[config.mk]
export PLATFORM = sky130hd
export DESIGN_NAME = ped_signal_controller
export DESIGN_NICKNAME = d
export VERILOG_FILES = /design/src/rtl/ped_signal_controller.sv
export SDC_FILE = /design/constraint.sdc
export NUM_CORES = 1
export LEC_CHECK = 0
export BUFFER_PORTS_ARGS = -buffer_cell sky130_fd_sc_hd__buf_2
export CELL_PAD_IN_SITES_DETAIL_PLACEMENT = 0
export CELL_PAD_IN_SITES_GLOBAL_PLACEMENT = 1
export CORE_MARGIN = 2
export CORE_UTILIZATION = 36
export DETAILED_ROUTE_END_ITERATION = 10
export PLACE_DENSITY_LB_ADDON = 0.1
export SKIP_CTS_REPAIR_TIMING = 1
export SLEW_MARGIN = 25
export SYNTH_ARGS = -nofsm -noshare
export SYNTH_HDL_FRONTEND = slang
export SYNTH_SLANG_ARGS = --single-unit
[constraint.sdc]
create_clock -name clk_i -period 1.7 [get_ports clk_i]
set_input_delay 0 -clock clk_i [delete_from_list [all_inputs] [get_ports clk_i]]
set_output_delay 0 -clock clk_i [all_outputs]
set_load 0.05 [all_outputs]
[src/rtl/ped_signal_controller.sv]
// Pedestrian crossing controller slaved to an upstream vehicle traffic light.
// A button press is served as a walk/clearance sequence inside one red phase.
// Losing red mid-sequence aborts the sequence. Illegal lamp combinations force
// a safe idle state while keeping any outstanding request.
module ped_signal_controller #(
  parameter int unsigned WALK_TIME  = 3,
  parameter int unsigned CLEAR_TIME = 2
) (
  input  logic       clk_i,
  input  logic       rst_ni,
  input  logic       ped_btn_i,
  input  logic       red_i,
  input  logic       yellow_i,
  input  logic       green_i,
  output logic       walk_o,
  output logic       dont_walk_o,
  output logic       flash_o,
  output logic       ped_wait_o,
  output logic [3:0] countdown_o,
  output logic       abort_o,
  output logic       fault_o
);

  localparam logic [3:0] WalkLoad  = 4'(WALK_TIME - 1);
  localparam logic [3:0] ClearLoad = 4'(CLEAR_TIME - 1);

  typedef enum logic [2:0] {
    StIdle,
    StWait,
    StWalk,
    StClear,
    StLockout
  } state_e;

  state_e     state_q, state_d;
  logic [3:0] timer_q, timer_d;
  logic       pending_q, pending_d;
  logic       flash_q, flash_d;
  logic       abort_q, abort_d;
  logic       btn_q, red_q;

  logic       btn_edge;
  logic       red_rise;
  logic       fault;
  logic [1:0] lamp_cnt;

  // Request/red edge detection and lamp legality check.
  always_comb begin
    btn_edge = ped_btn_i & ~btn_q;
    red_rise = red_i & ~red_q;
    lamp_cnt = {1'b0, red_i} + {1'b0, yellow_i} + {1'b0, green_i};
    fault    = (lamp_cnt != 2'd1);
  end

  // Next-state logic; a lamp fault overrides everything else.
  always_comb begin
    state_d   = state_q;
    timer_d   = timer_q;
    pending_d = pending_q;
    flash_d   = flash_q;
    abort_d   = 1'b0;

    if (fault) begin
      state_d   = StIdle;
      timer_d   = '0;
      flash_d   = 1'b0;
      // Fold a waiting request into pending so it is re-served afterwards.
      pending_d = pending_q | (state_q == StWait);
    end else begin
      unique case (state_q)
        StIdle: begin
          // pending can only be set here after a fault dropped us out of WAIT/LOCKOUT.
          if (pending_q || btn_edge) begin
            pending_d = 1'b0;
            if (red_rise) begin
              state_d = StWalk;
              timer_d = WalkLoad;
            end else begin
              state_d = StWait;
            end
          end
        end

        StWait: begin
          if (red_rise) begin
            state_d = StWalk;
            timer_d = WalkLoad;
          end
        end

        StWalk: begin
          if (!red_i) begin
            state_d = StIdle;
            timer_d = '0;
            abort_d = 1'b1;
          end else if (timer_q == 4'd0) begin
            state_d = StClear;
            timer_d = ClearLoad;
            flash_d = 1'b0;
          end else begin
            timer_d = timer_q - 4'd1;
          end
        end

        StClear: begin
          if (!red_i) begin
            state_d = StIdle;
            timer_d = '0;
            flash_d = 1'b0;
            abort_d = 1'b1;
          end else if (timer_q == 4'd0) begin
            state_d = StLockout;
            flash_d = 1'b0;
          end else begin
            timer_d = timer_q - 4'd1;
            flash_d = ~flash_q;
          end
        end

        StLockout: begin
          // One request may be queued here, to be served in the next red phase.
          if (!red_i) begin
            state_d   = (pending_q || btn_edge) ? StWait : StIdle;
            pending_d = 1'b0;
          end else if (btn_edge) begin
            pending_d = 1'b1;
          end
        end

        default: begin
          state_d   = StIdle;
          timer_d   = '0;
          pending_d = 1'b0;
          flash_d   = 1'b0;
        end
      endcase
    end
  end

  // State and sample registers.
  always_ff @(posedge clk_i or negedge rst_ni) begin
    if (!rst_ni) begin
      state_q   <= StIdle;
      timer_q   <= '0;
      pending_q <= 1'b0;
      flash_q   <= 1'b0;
      abort_q   <= 1'b0;
      btn_q     <= 1'b0;
      red_q     <= 1'b0;
    end else begin
      state_q   <= state_d;
      timer_q   <= timer_d;
      pending_q <= pending_d;
      flash_q   <= flash_d;
      abort_q   <= abort_d;
      btn_q     <= ped_btn_i;
      red_q     <= red_i;
    end
  end

  // Output decode from registered state; walk is also gated by a live fault.
  always_comb begin
    walk_o      = (state_q == StWalk) & ~fault;
    dont_walk_o = ~walk_o;
    flash_o     = (state_q == StClear) & flash_q;
    ped_wait_o  = (state_q == StWait) | pending_q;
    countdown_o = ((state_q == StWalk) || (state_q == StClear)) ? timer_q : 4'd0;
    abort_o     = abort_q;
    fault_o     = fault;
  end

endmodule

==> impl_metrics.env, run 1 <==
export IMPL_synth_most_common_cell="dfrtp_1"
export IMPL_yosysWarnings=0
export IMPL_synth_cell_types=40
export IMPL_row_count=18
export IMPL_synthToLayoutAreaGrowth_pct=27.0
export IMPL_hold_depth=2
export IMPL_antenna_found_initial=0
export IMPL_overflow=0
export IMPL_drive_gt1_share_pct=35.6
export IMPL_synth_top_cell_area_share_pct=32.9
export IMPL_cts_sinks=12
export IMPL_cp_cell_sequence="inv_2 -> ha_1 -> or3b_4 -> a31oi_2 -> o21ai_2 -> o41ai_2"
export IMPL_reg2reg_depth=6
export IMPL_rsz0062_at_grt="yes"
export IMPL_synthTopCellsByArea="dfrtp_1, o21ai_0, inv_1"
export IMPL_slew_headroom_pct=80.6
export IMPL_regToRegStartpoint="timer_q[0]$_DFFE_PN0P_"
export IMPL_finalHoldViolCount=0
export IMPL_die_w_microns=54.4
export IMPL_core_area_sq_mm=0.00243
export IMPL_vias=853
export IMPL_cts_root_buf="clkbuf_4"
export IMPL_path_class="register to register"
export IMPL_synth_edf_count=0
export IMPL_fin_nets=143
export IMPL_worst_setup_path_end_kind="register"
export IMPL_syn_avg_cell_area_sq_um=8.62
export IMPL_worstPathArrival_ns=1.84
export IMPL_htreeDepth=1
export IMPL_antenna_cells=0
export IMPL_mappedNetlistNets=115
export IMPL_fin_crit_ns=1.66
export IMPL_start_kind="register"
export IMPL_hp_start="red_i"
export IMPL_grt_pass1_vias=792
export IMPL_wl_per_cell_microns=13.3
export IMPL_io_pins=16
export IMPL_dr_pass1_iters=4
export IMPL_slowest_delay_ns=0.40
export IMPL_skew_ns=0.00437
export IMPL_vias_per_cell=5.27
export IMPL_ys_ff_latch=12
export IMPL_io_buffer_count=15
export IMPL_cts_inserted_buffers=3
export IMPL_power_density_mw_per_mm2=820
export IMPL_fillers=255
export IMPL_tritoncts="built"
export IMPL_critPathBufInv=1
export IMPL_drtIter0Drc=18
export IMPL_yosys_area_top_type="dfrtp_1"
export IMPL_syn_area_sq_um=913
export IMPL_whs_endpoint="red_q$_DFF_PN0_"
export IMPL_maxCapViolCount=0
export IMPL_clock_latency_ns=0.27
export IMPL_dieArea_sq_mm=0.00296
export IMPL_syn_instance_count=106
export IMPL_finalSetupViolCount=0
export IMPL_drtAntennaViolNets=0
export IMPL_hold_class="input pin to register"
export IMPL_ff2ff_setup_slack_ns=0.04
export IMPL_grt_max_degree=15
export IMPL_multi_input_area_sq_um=563
export IMPL_power_leakage_nw=0.531
export IMPL_place_congestion=0.827
export IMPL_yosys_top_cells_count="dfrtp_1, inv_1, o21ai_0, buf_2, nand2_1"
export IMPL_grt_usage_pct=17.1
export IMPL_clock_path_buffers=2
export IMPL_cp_slowest_cell="or3b_4"
export IMPL_ff_latch_area_sq_um=303
export IMPL_hpwl_mm=1.69
export IMPL_grt_pass1_wl_mm=3.56
export IMPL_crit_required_ns=1.87
export IMPL_wirelength_mm=2.15
export IMPL_synth_ff_type="dfrtp_1"
export IMPL_outcome="finished clean"
export IMPL_synth_seq_area_share_pct=32.9
export IMPL_irDropWorstVdd_mv=0.605
export IMPL_final_max_slew_viol_count=0
export IMPL_async_flop_share_pct=100
export IMPL_worstPathMaxFanout=3
export IMPL_floorplan_initialDensity_pct=37.6
export IMPL_fin_crit_sh_pct=97.8
export IMPL_cts_clk_slew_worst_paths_ns=0.08
export IMPL_clock_fmax_mhz=601
export IMPL_timing_rr_end="state_q[1]$_DFFE_PN0P_"
export IMPL_max_slew_worst_pin_slew_ns=0.288
export IMPL_critPathTopFamily="compound AO/OA/AOI/OAI gates"
export IMPL_drc=0
export IMPL_die_h_microns=54.4
export IMPL_setup_ws_ns=0.0368
export IMPL_fin_util_pct=47.7
export IMPL_place_ws_ns=0.0115
## through the flow
stage	cells	TNS [ns]	power [mW]	hold WS [ns]	cell area (sq um)
CTS	160	-0.00194	0.946	-0.393	1120
global route	162	-0.147	1.03	0.0711	1160
detailed placement	157	0	0.769	-0.0976	1100
finish	162	0	0.951	0.0684	1160
global placement	157	0	0.768	-0.0993	1100
floorplan	106	0	0.636	-0.296	922
## state kept, by name, summed over array words and instances, names as in the netlist
signal / count
timer_q: 4
btn_q: 1
pending_q: 1
red_q: 1
flash_q: 1
state_q: 3
abort_o: 1
## how the worst max path moves through the flow
stage / end / slack, ns / from / depth (start not counted)
after floorplan: state_q[1]$_DFFE_PN0P_ / 0.05 / timer_q[1]$_DFFE_PN0P_ / 6
after global placement: state_q[1]$_DFFE_PN0P_ / 0.07 / timer_q[0]$_DFFE_PN0P_ / 6
after detailed placement: state_q[1]$_DFFE_PN0P_ / 0.01 / timer_q[0]$_DFFE_PN0P_ / 6
after CTS: walk_o / -0.002 / state_q[2]$_DFFE_PN0P_ / 5
after global routing: state_q[1]$_DFFE_PN0P_ / -0.06 / timer_q[1]$_DFFE_PN0P_ / 6
final: state_q[1]$_DFFE_PN0P_ / 0.04 / timer_q[0]$_DFFE_PN0P_ / 6
## where the power goes
part,internal [mW],switching (mW)
clock,0.0819,0.0923
combinational,0.199,0.231
sequential,0.311,0.0361
total,0.592,0.359
## cells in the final DEF, fill, tap and decap left out, types with 2 or more instances in the layout
cell / count
dlygate4sd3_1: 2
nand2b_1: 3
o211ai_1: 3
inv_1: 8
nand4_1: 4
buf_4: 13
mux2i_1: 3
a21oi_1: 4
nand3_1: 2
ha_1: 2
nor2b_1: 2
dfrtp_2: 2
buf_2: 15
and2_1: 5
dfrtp_1: 10
and3_1: 2
nand2_1: 6
clkbuf_4: 3
and4bb_2: 2
o21ai_0: 8
nor2_1: 4
## per-layer routing
metal,global-route usage (%),vias to the layer above,part of all wire [%]
met5,0,-,0
met4,2.50,0,0.65
met3,4.92,2,4.5
li1,-,434,-
met2,27.7,17,45
met1,23.1,400,49
## area by class of cell
cell class | count | share of cell area [%]
multi-input combinational | 77 | 48.5
sequential | 12 | 26.1
timing repair buffer | 30 | 16.6
inverter | 10 | 3.56
tap | 30 | 3.24
clock buffer | 3 | 1.94
## cell families after synthesis
logic type | Yosys count | synth area share [%]
compound gates | 29 | 21.6
fa+ha+maj | 3 | 4.93
buf+inv | 17 | 7.95
flops | 12 | 32.9
mux | 4 | 4.52
simple gates | 41 | 28.1
Note: power is estimated with default switching activity, not from simulation.
==> run 2: changes to the inputs <==
--- a/config.mk
+++ b/config.mk
@@ -5,12 +5,12 @@
 export SDC_FILE = /design/constraint.sdc
 export NUM_CORES = 1
 export LEC_CHECK = 0
-export BUFFER_PORTS_ARGS = -buffer_cell sky130_fd_sc_hd__buf_2
 export CELL_PAD_IN_SITES_DETAIL_PLACEMENT = 0
 export CELL_PAD_IN_SITES_GLOBAL_PLACEMENT = 1
 export CORE_MARGIN = 2
-export CORE_UTILIZATION = 36
+export CORE_UTILIZATION = 41
 export DETAILED_ROUTE_END_ITERATION = 10
+export DONT_BUFFER_PORTS = 1
 export PLACE_DENSITY_LB_ADDON = 0.1
 export SKIP_CTS_REPAIR_TIMING = 1
 export SLEW_MARGIN = 25
==> run 2 against run 1 <==
Flip-flop and latch count is the same; critical path depth is the same; via count grew 0.94%; global-route usage grew 1.5 points; combinational power grew 1%.
==> impl_metrics.env, run 2 (same netlist as run 1, synthesis figures left out) <==
export IMPL_power_density_mw_per_mm2=801
export IMPL_p_switching_mw=0.370
export IMPL_final_cell_mix="buf_4, dfrtp_1, inv_1, o21ai_0, nand2_1"
export IMPL_worstPathMaxFanout=3
export IMPL_ff2ff_setup_slack_ns=0.09
export IMPL_fin_nets=135
export IMPL_worstPathArrival_ns=1.80
export IMPL_placed_area_sq_mm=0.00111
export IMPL_floorplan_initialDensity_pct=42.5
export IMPL_core_area_sq_mm=0.00215
export IMPL_slew_headroom_pct=59.2
export IMPL_p_sw_share_pct=38.4
export IMPL_crit_required_ns=1.88
export IMPL_multi_input_area_sq_um=581
export IMPL_hold_depth=3
export IMPL_cts_sinks=12
export IMPL_hpwl_mm=1.66
export IMPL_clock_fmax_mhz=620
export IMPL_max_slew_worst_pin_slew_ns=0.610
export IMPL_drtIter0Drc=6
export IMPL_dieArea_sq_mm=0.00262
export IMPL_io_pins=16
export IMPL_cts_clk_slew_worst_paths_ns=0.08
export IMPL_start_kind="register"
export IMPL_clock_latency_ns=0.27
export IMPL_antenna_cells=0
export IMPL_grt_pass1_wl_mm=3.64
export IMPL_dr_pass1_iters=4
export IMPL_clock_path_buffers=2
export IMPL_ff_latch_area_sq_um=300
export IMPL_fin_tns_setup_ns=0
export IMPL_total_power_mw=0.963
export IMPL_p_clk_share_pct=19.2
export IMPL_vias_per_cell=5.66
export IMPL_power_leakage_nw=0.513
export IMPL_dp_cells=146
export IMPL_drive_gt1_share_pct=29.8
export IMPL_p_comb_share_pct=45.3
export IMPL_wirelength_mm=2.18
export IMPL_drc=0
export IMPL_worst_setup_path_end_kind="register"
export IMPL_vias=861
export IMPL_final_area_sq_mm=0.00120
export IMPL_finalSetupViolCount=0
export IMPL_rsz0062_at_grt="yes"
export IMPL_grt_pass1_vias=822
export IMPL_place_congestion=0.813
export IMPL_drtAntennaViolNets=0
export IMPL_cts_root_buf="clkbuf_4"
export IMPL_top_regs="timer_q x4, state_q x3"
export IMPL_final_max_slew_viol_count=0
export IMPL_cp_slowest_cell="or3b_4"
export IMPL_fin_util_pct=56.0
export IMPL_die_h_microns=51.2
export IMPL_overflow=0
export IMPL_path_class="register to register"
export IMPL_cts_inserted_buffers=3
export IMPL_io_buffer_count=0
export IMPL_die_w_microns=51.2
export IMPL_hold_class="input pin to register"
export IMPL_top_register="timer_q"
export IMPL_fillers=212
export IMPL_layout_commonest_cell="buf_4"
export IMPL_reg2reg_depth=6
export IMPL_finalHoldViolCount=0
export IMPL_fin_crit_ns=1.61
export IMPL_cp_cell_sequence="inv_2 -> ha_1 -> or3b_4 -> a31oi_4 -> o21ai_2 -> o41ai_2"
export IMPL_slowest_delay_ns=0.41
export IMPL_outcome="finished clean"
export IMPL_p_seq_share_pct=35.4
export IMPL_tritoncts="built"
export IMPL_synthToLayoutAreaGrowth_pct=31.6
export IMPL_largest_reg_flops=4
export IMPL_internal_power_mw=0.593
export IMPL_maxCapViolCount=0
export IMPL_skew_ns=0.00180
export IMPL_wl_per_cell_microns=14.4
export IMPL_row_count=17
export IMPL_htreeDepth=1
export IMPL_irDropWorstVdd_mv=0.522
export IMPL_grt_max_degree=14
export IMPL_grt_usage_pct=18.6
export IMPL_antenna_found_initial=0
export IMPL_fin_crit_sh_pct=94.9
export IMPL_fin_cells=152
-- run 2: cell types whose count changed in the layout (fill, tap and decap cells not counted) --
cell | before | now
a21oi_1 | 4 | 3
nor2b_2 | 1 | 0
dfrtp_1 | 10 | 12
nor2b_4 | 0 | 1
a31oi_2 | 1 | 0
dlygate4sd3_1 | 2 | 3
buf_12 | 0 | 4
buf_4 | 13 | 15
dfrtp_2 | 2 | 0
buf_2 | 15 | 0
a21oi_2 | 0 | 1
a31oi_4 | 0 | 1
-- run 2: final cells by class --
cell class | count | area share [%]
Inverter | 10 | 3.43
Sequential cell | 12 | 25.0
Clock buffer | 3 | 1.87
Multi-Input combinational cell | 77 | 48.3
Tap cell | 28 | 2.91
Timing Repair Buffer | 22 | 18.5
-- run 2: stage by stage --
| step | hold WS (ns) | worst slack, ns |
|---|---|---|
| 6_report | 0.0173 | 0.0864 |
| 5_1_grt | 0.0476 | 0.00157 |
| 4_1_cts | -0.594 | -0.0329 |
| 3_5_place_dp | -0.295 | -0.00894 |
| 3_3_place_gp | -0.295 | 0.0660 |
| 2_1_floorplan | -0.296 | 0.0516 |
-- run 2: worst paths after layout --
path,endpoint,startpoint
max in group asynchronous,timer_q[0]$_DFFE_PN0P_,rst_ni
hold / removal,state_q[1]$_DFFE_PN0P_,red_i
setup reg to reg,state_q[1]$_DFFE_PN0P_,timer_q[0]$_DFFE_PN0P_
hold reg to reg,flash_q$_DFFE_PN0P_,flash_q$_DFFE_PN0P_
setup / recovery,state_q[1]$_DFFE_PN0P_,timer_q[0]$_DFFE_PN0P_
min in group asynchronous,flash_q$_DFFE_PN0P_,rst_ni
-- run 2: power groups by stage --
| stage | clock network [mW] | logic, mW | registers (mW) |
|---|---|---|---|
| after floorplan | 0 | 0.301 | 0.335 |
| after global placement | 0 | 0.405 | 0.345 |
| after detailed placement | 0 | 0.406 | 0.346 |
| after CTS | 0.186 | 0.408 | 0.340 |
| after global routing | 0.198 | 0.473 | 0.346 |
| final | 0.185 | 0.436 | 0.341 |
-- run 2: routing by layer --
layer | wire (microns) | global-route usage, % | share of wire [%]
met5 | 0 | 0 | 0
met3 | 121 | 3.80 | 5.5
met4 | 13 | 5.86 | 0.60
met2 | 1010 | 30.5 | 46
met1 | 1030 | 24.4 | 47
-- run 2: worst max-delay path, delay by kind of cell, from the launching register on --
family / cells / cell delay, ns
adders and majority gates: 1 / 0.15
AOI/OAI and AO/OA: 3 / 0.51
and+or+nand+nor: 1 / 0.41
DFF: 1 / 0.39
buffers and inverters: 1 / 0.07
==> run 3: changes to the inputs <==
--- a/config.mk
+++ b/config.mk
@@ -5,13 +5,11 @@
 export SDC_FILE = /design/constraint.sdc
 export NUM_CORES = 1
 export LEC_CHECK = 0
-export CELL_PAD_IN_SITES_DETAIL_PLACEMENT = 0
-export CELL_PAD_IN_SITES_GLOBAL_PLACEMENT = 1
 export CORE_MARGIN = 2
-export CORE_UTILIZATION = 41
+export CORE_UTILIZATION = 55
 export DETAILED_ROUTE_END_ITERATION = 10
 export DONT_BUFFER_PORTS = 1
-export PLACE_DENSITY_LB_ADDON = 0.1
+export PLACE_DENSITY = 0.73
 export SKIP_CTS_REPAIR_TIMING = 1
 export SLEW_MARGIN = 25
 export SYNTH_ARGS = -nofsm -noshare
==> run 3 against run 2 <==
Critical path type unchanged; critical path depth is 1 higher; via count is 0.46% higher; hold slack better by 0.016 ns; clock power is 28% higher; maximum frequency is 2.0% lower; core utilization is 20 points higher; sequential share of layout area is 1.3 points higher; largest cell class unchanged; critical endpoint is now timer_q[0]$_DFFE_PN0P_; sequential power is 2% higher.
==> impl_metrics.env, run 3 (same netlist as run 1, synthesis figures left out) <==
export IMPL_drtIter0Drc=24
export IMPL_max_slew_worst_pin_slew_ns=0.568
export IMPL_fin_crit_sh_pct=96.9
export IMPL_whs_ns=0.0329
export IMPL_maxCapViolCount=0
export IMPL_row_count=14
export IMPL_ff2ff_setup_slack_ns=0.05
export IMPL_cp_slowest_cell="dfrtp_1"
export IMPL_slew_headroom_pct=62.0
export IMPL_fin_nets=134
export IMPL_top_regs="timer_q x4, state_q x3"
export IMPL_synthToLayoutAreaGrowth_pct=26.3
export IMPL_final_cell_mix="buf_4, dfrtp_1, inv_1, o21ai_0, nand2_1"
export IMPL_hpwl_mm=1.62
export IMPL_path_class="register to register"
export IMPL_drtAntennaViolNets=0
export IMPL_regToRegStartpoint="timer_q[0]$_DFFE_PN0P_"
export IMPL_core_area_sq_mm=0.00152
export IMPL_finalSetupViolCount=0
export IMPL_skew_ns=0.000473
export IMPL_vias_per_cell=6.18
export IMPL_die_w_microns=44.8
export IMPL_total_power_mw=1.02
export IMPL_clock_latency_ns=0.27
export IMPL_dp_cells=132
export IMPL_dr_pass1_iters=4
export IMPL_tritoncts="built"
export IMPL_critPathBufInv=2
export IMPL_fin_tns_setup_ns=0
export IMPL_layout_commonest_cell="buf_4"
export IMPL_start_kind="register"
export IMPL_io_buffer_count=0
export IMPL_fin_cells=140
export IMPL_slowest_delay_ns=0.41
export IMPL_vias=865
export IMPL_fin_util_pct=75.7
export IMPL_hold_depth=3
export IMPL_floorplan_initialDensity_pct=59.9
export IMPL_whs_endpoint="state_q[1]$_DFFE_PN0P_"
export IMPL_timing_rr_end="timer_q[0]$_DFFE_PN0P_"
export IMPL_worstPathArrival_ns=1.81
export IMPL_cts_root_buf="clkbuf_4"
export IMPL_outcome="finished clean"
export IMPL_clock_path_buffers=2
export IMPL_cts_inserted_buffers=3
export IMPL_grt_pass1_wl_mm=3.66
export IMPL_io_pins=16
export IMPL_hp_start="red_i"
export IMPL_wirelength_mm=2.30
export IMPL_die_h_microns=44.8
export IMPL_power_leakage_nw=0.502
export IMPL_setup_ws_ns=0.0527
export IMPL_worstPathMaxFanout=4
export IMPL_fin_crit_ns=1.65
export IMPL_antenna_cells=0
export IMPL_finalHoldViolCount=0
export IMPL_cp_cell_sequence="inv_2 -> ha_2 -> buf_4 -> and4bb_2 -> a31oi_1 -> a21boi_0 -> o2bb2a_1"
export IMPL_overflow=0
export IMPL_drive_gt1_share_pct=31.5
export IMPL_place_congestion=0.849
export IMPL_grt_max_degree=14
export IMPL_placed_area_sq_mm=0.00105
export IMPL_antenna_found_initial=0
export IMPL_irDropWorstVdd_mv=0.575
export IMPL_cts_sinks=12
export IMPL_place_ws_ns=-0.0152
export IMPL_reg2reg_depth=7
export IMPL_power_density_mw_per_mm2=883
export IMPL_largest_reg_flops=4
export IMPL_crit_required_ns=1.86
export IMPL_wl_per_cell_microns=16.4
export IMPL_final_max_slew_viol_count=0
export IMPL_worst_setup_path_end_kind="register"
export IMPL_final_area_sq_mm=0.00115
export IMPL_clock_fmax_mhz=607
export IMPL_cts_clk_slew_worst_paths_ns=0.08
export IMPL_htreeDepth=1
export IMPL_critPathTopFamily="compound AO/OA/AOI/OAI gates"
export IMPL_top_register="timer_q"
export IMPL_hold_class="input pin to register"
export IMPL_grt_usage_pct=25.4
export IMPL_dieArea_sq_mm=0.00200
export IMPL_drc=0
export IMPL_grt_pass1_vias=826
run 3: how the worst max path moves through the flow:
stage | start | cells past startpoint | endpoint | slack, ns
4_1_cts | timer_q[0]$_DFFE_PN0P_ | 6 | state_q[1]$_DFFE_PN0P_ | -0.05
2_1_floorplan | timer_q[1]$_DFFE_PN0P_ | 6 | state_q[1]$_DFFE_PN0P_ | 0.05
5_1_grt | timer_q[0]$_DFFE_PN0P_ | 7 | timer_q[0]$_DFFE_PN0P_ | -0.01
3_5_place_dp | timer_q[0]$_DFFE_PN0P_ | 6 | state_q[1]$_DFFE_PN0P_ | -0.02
3_3_place_gp | timer_q[0]$_DFFE_PN0P_ | 6 | state_q[1]$_DFFE_PN0P_ | 0.06
6_report | timer_q[0]$_DFFE_PN0P_ | 7 | timer_q[0]$_DFFE_PN0P_ | 0.05
run 3: worst reg2reg max path, delay by kind of cell, from the launching register on:
family,cells,cell delay [ns]
and+or+nand+nor,1,0.27
AOI/OAI and AO/OA,3,0.49
buffers and inverters,2,0.20
adders and majority gates,1,0.17
DFF,1,0.41
run 3: area by class of cell:
cell class	instances	area [sq um]
inverters	10	41.3
fillers	119	370
multi-input cells	77	576
flip-flops and latches	12	303
repair buffers	21	178
well taps	16	20.0
clock buffers	4	36.3
run 3: metal layers:
layer | up-vias | track usage, % | routed length [microns]
li1 | 417 | - | -
met1 | 408 | 34.3 | 1020
met2 | 36 | 41.2 | 1100
met3 | 4 | 4.40 | 142
met4 | 0 | 9.09 | 37
met5 | - | 0 | 0
run 3: where the power goes:
group / internal (mW) / switching [mW]
Combinational: 0.194 / 0.238
Clock: 0.130 / 0.107
Sequential: 0.311 / 0.0372
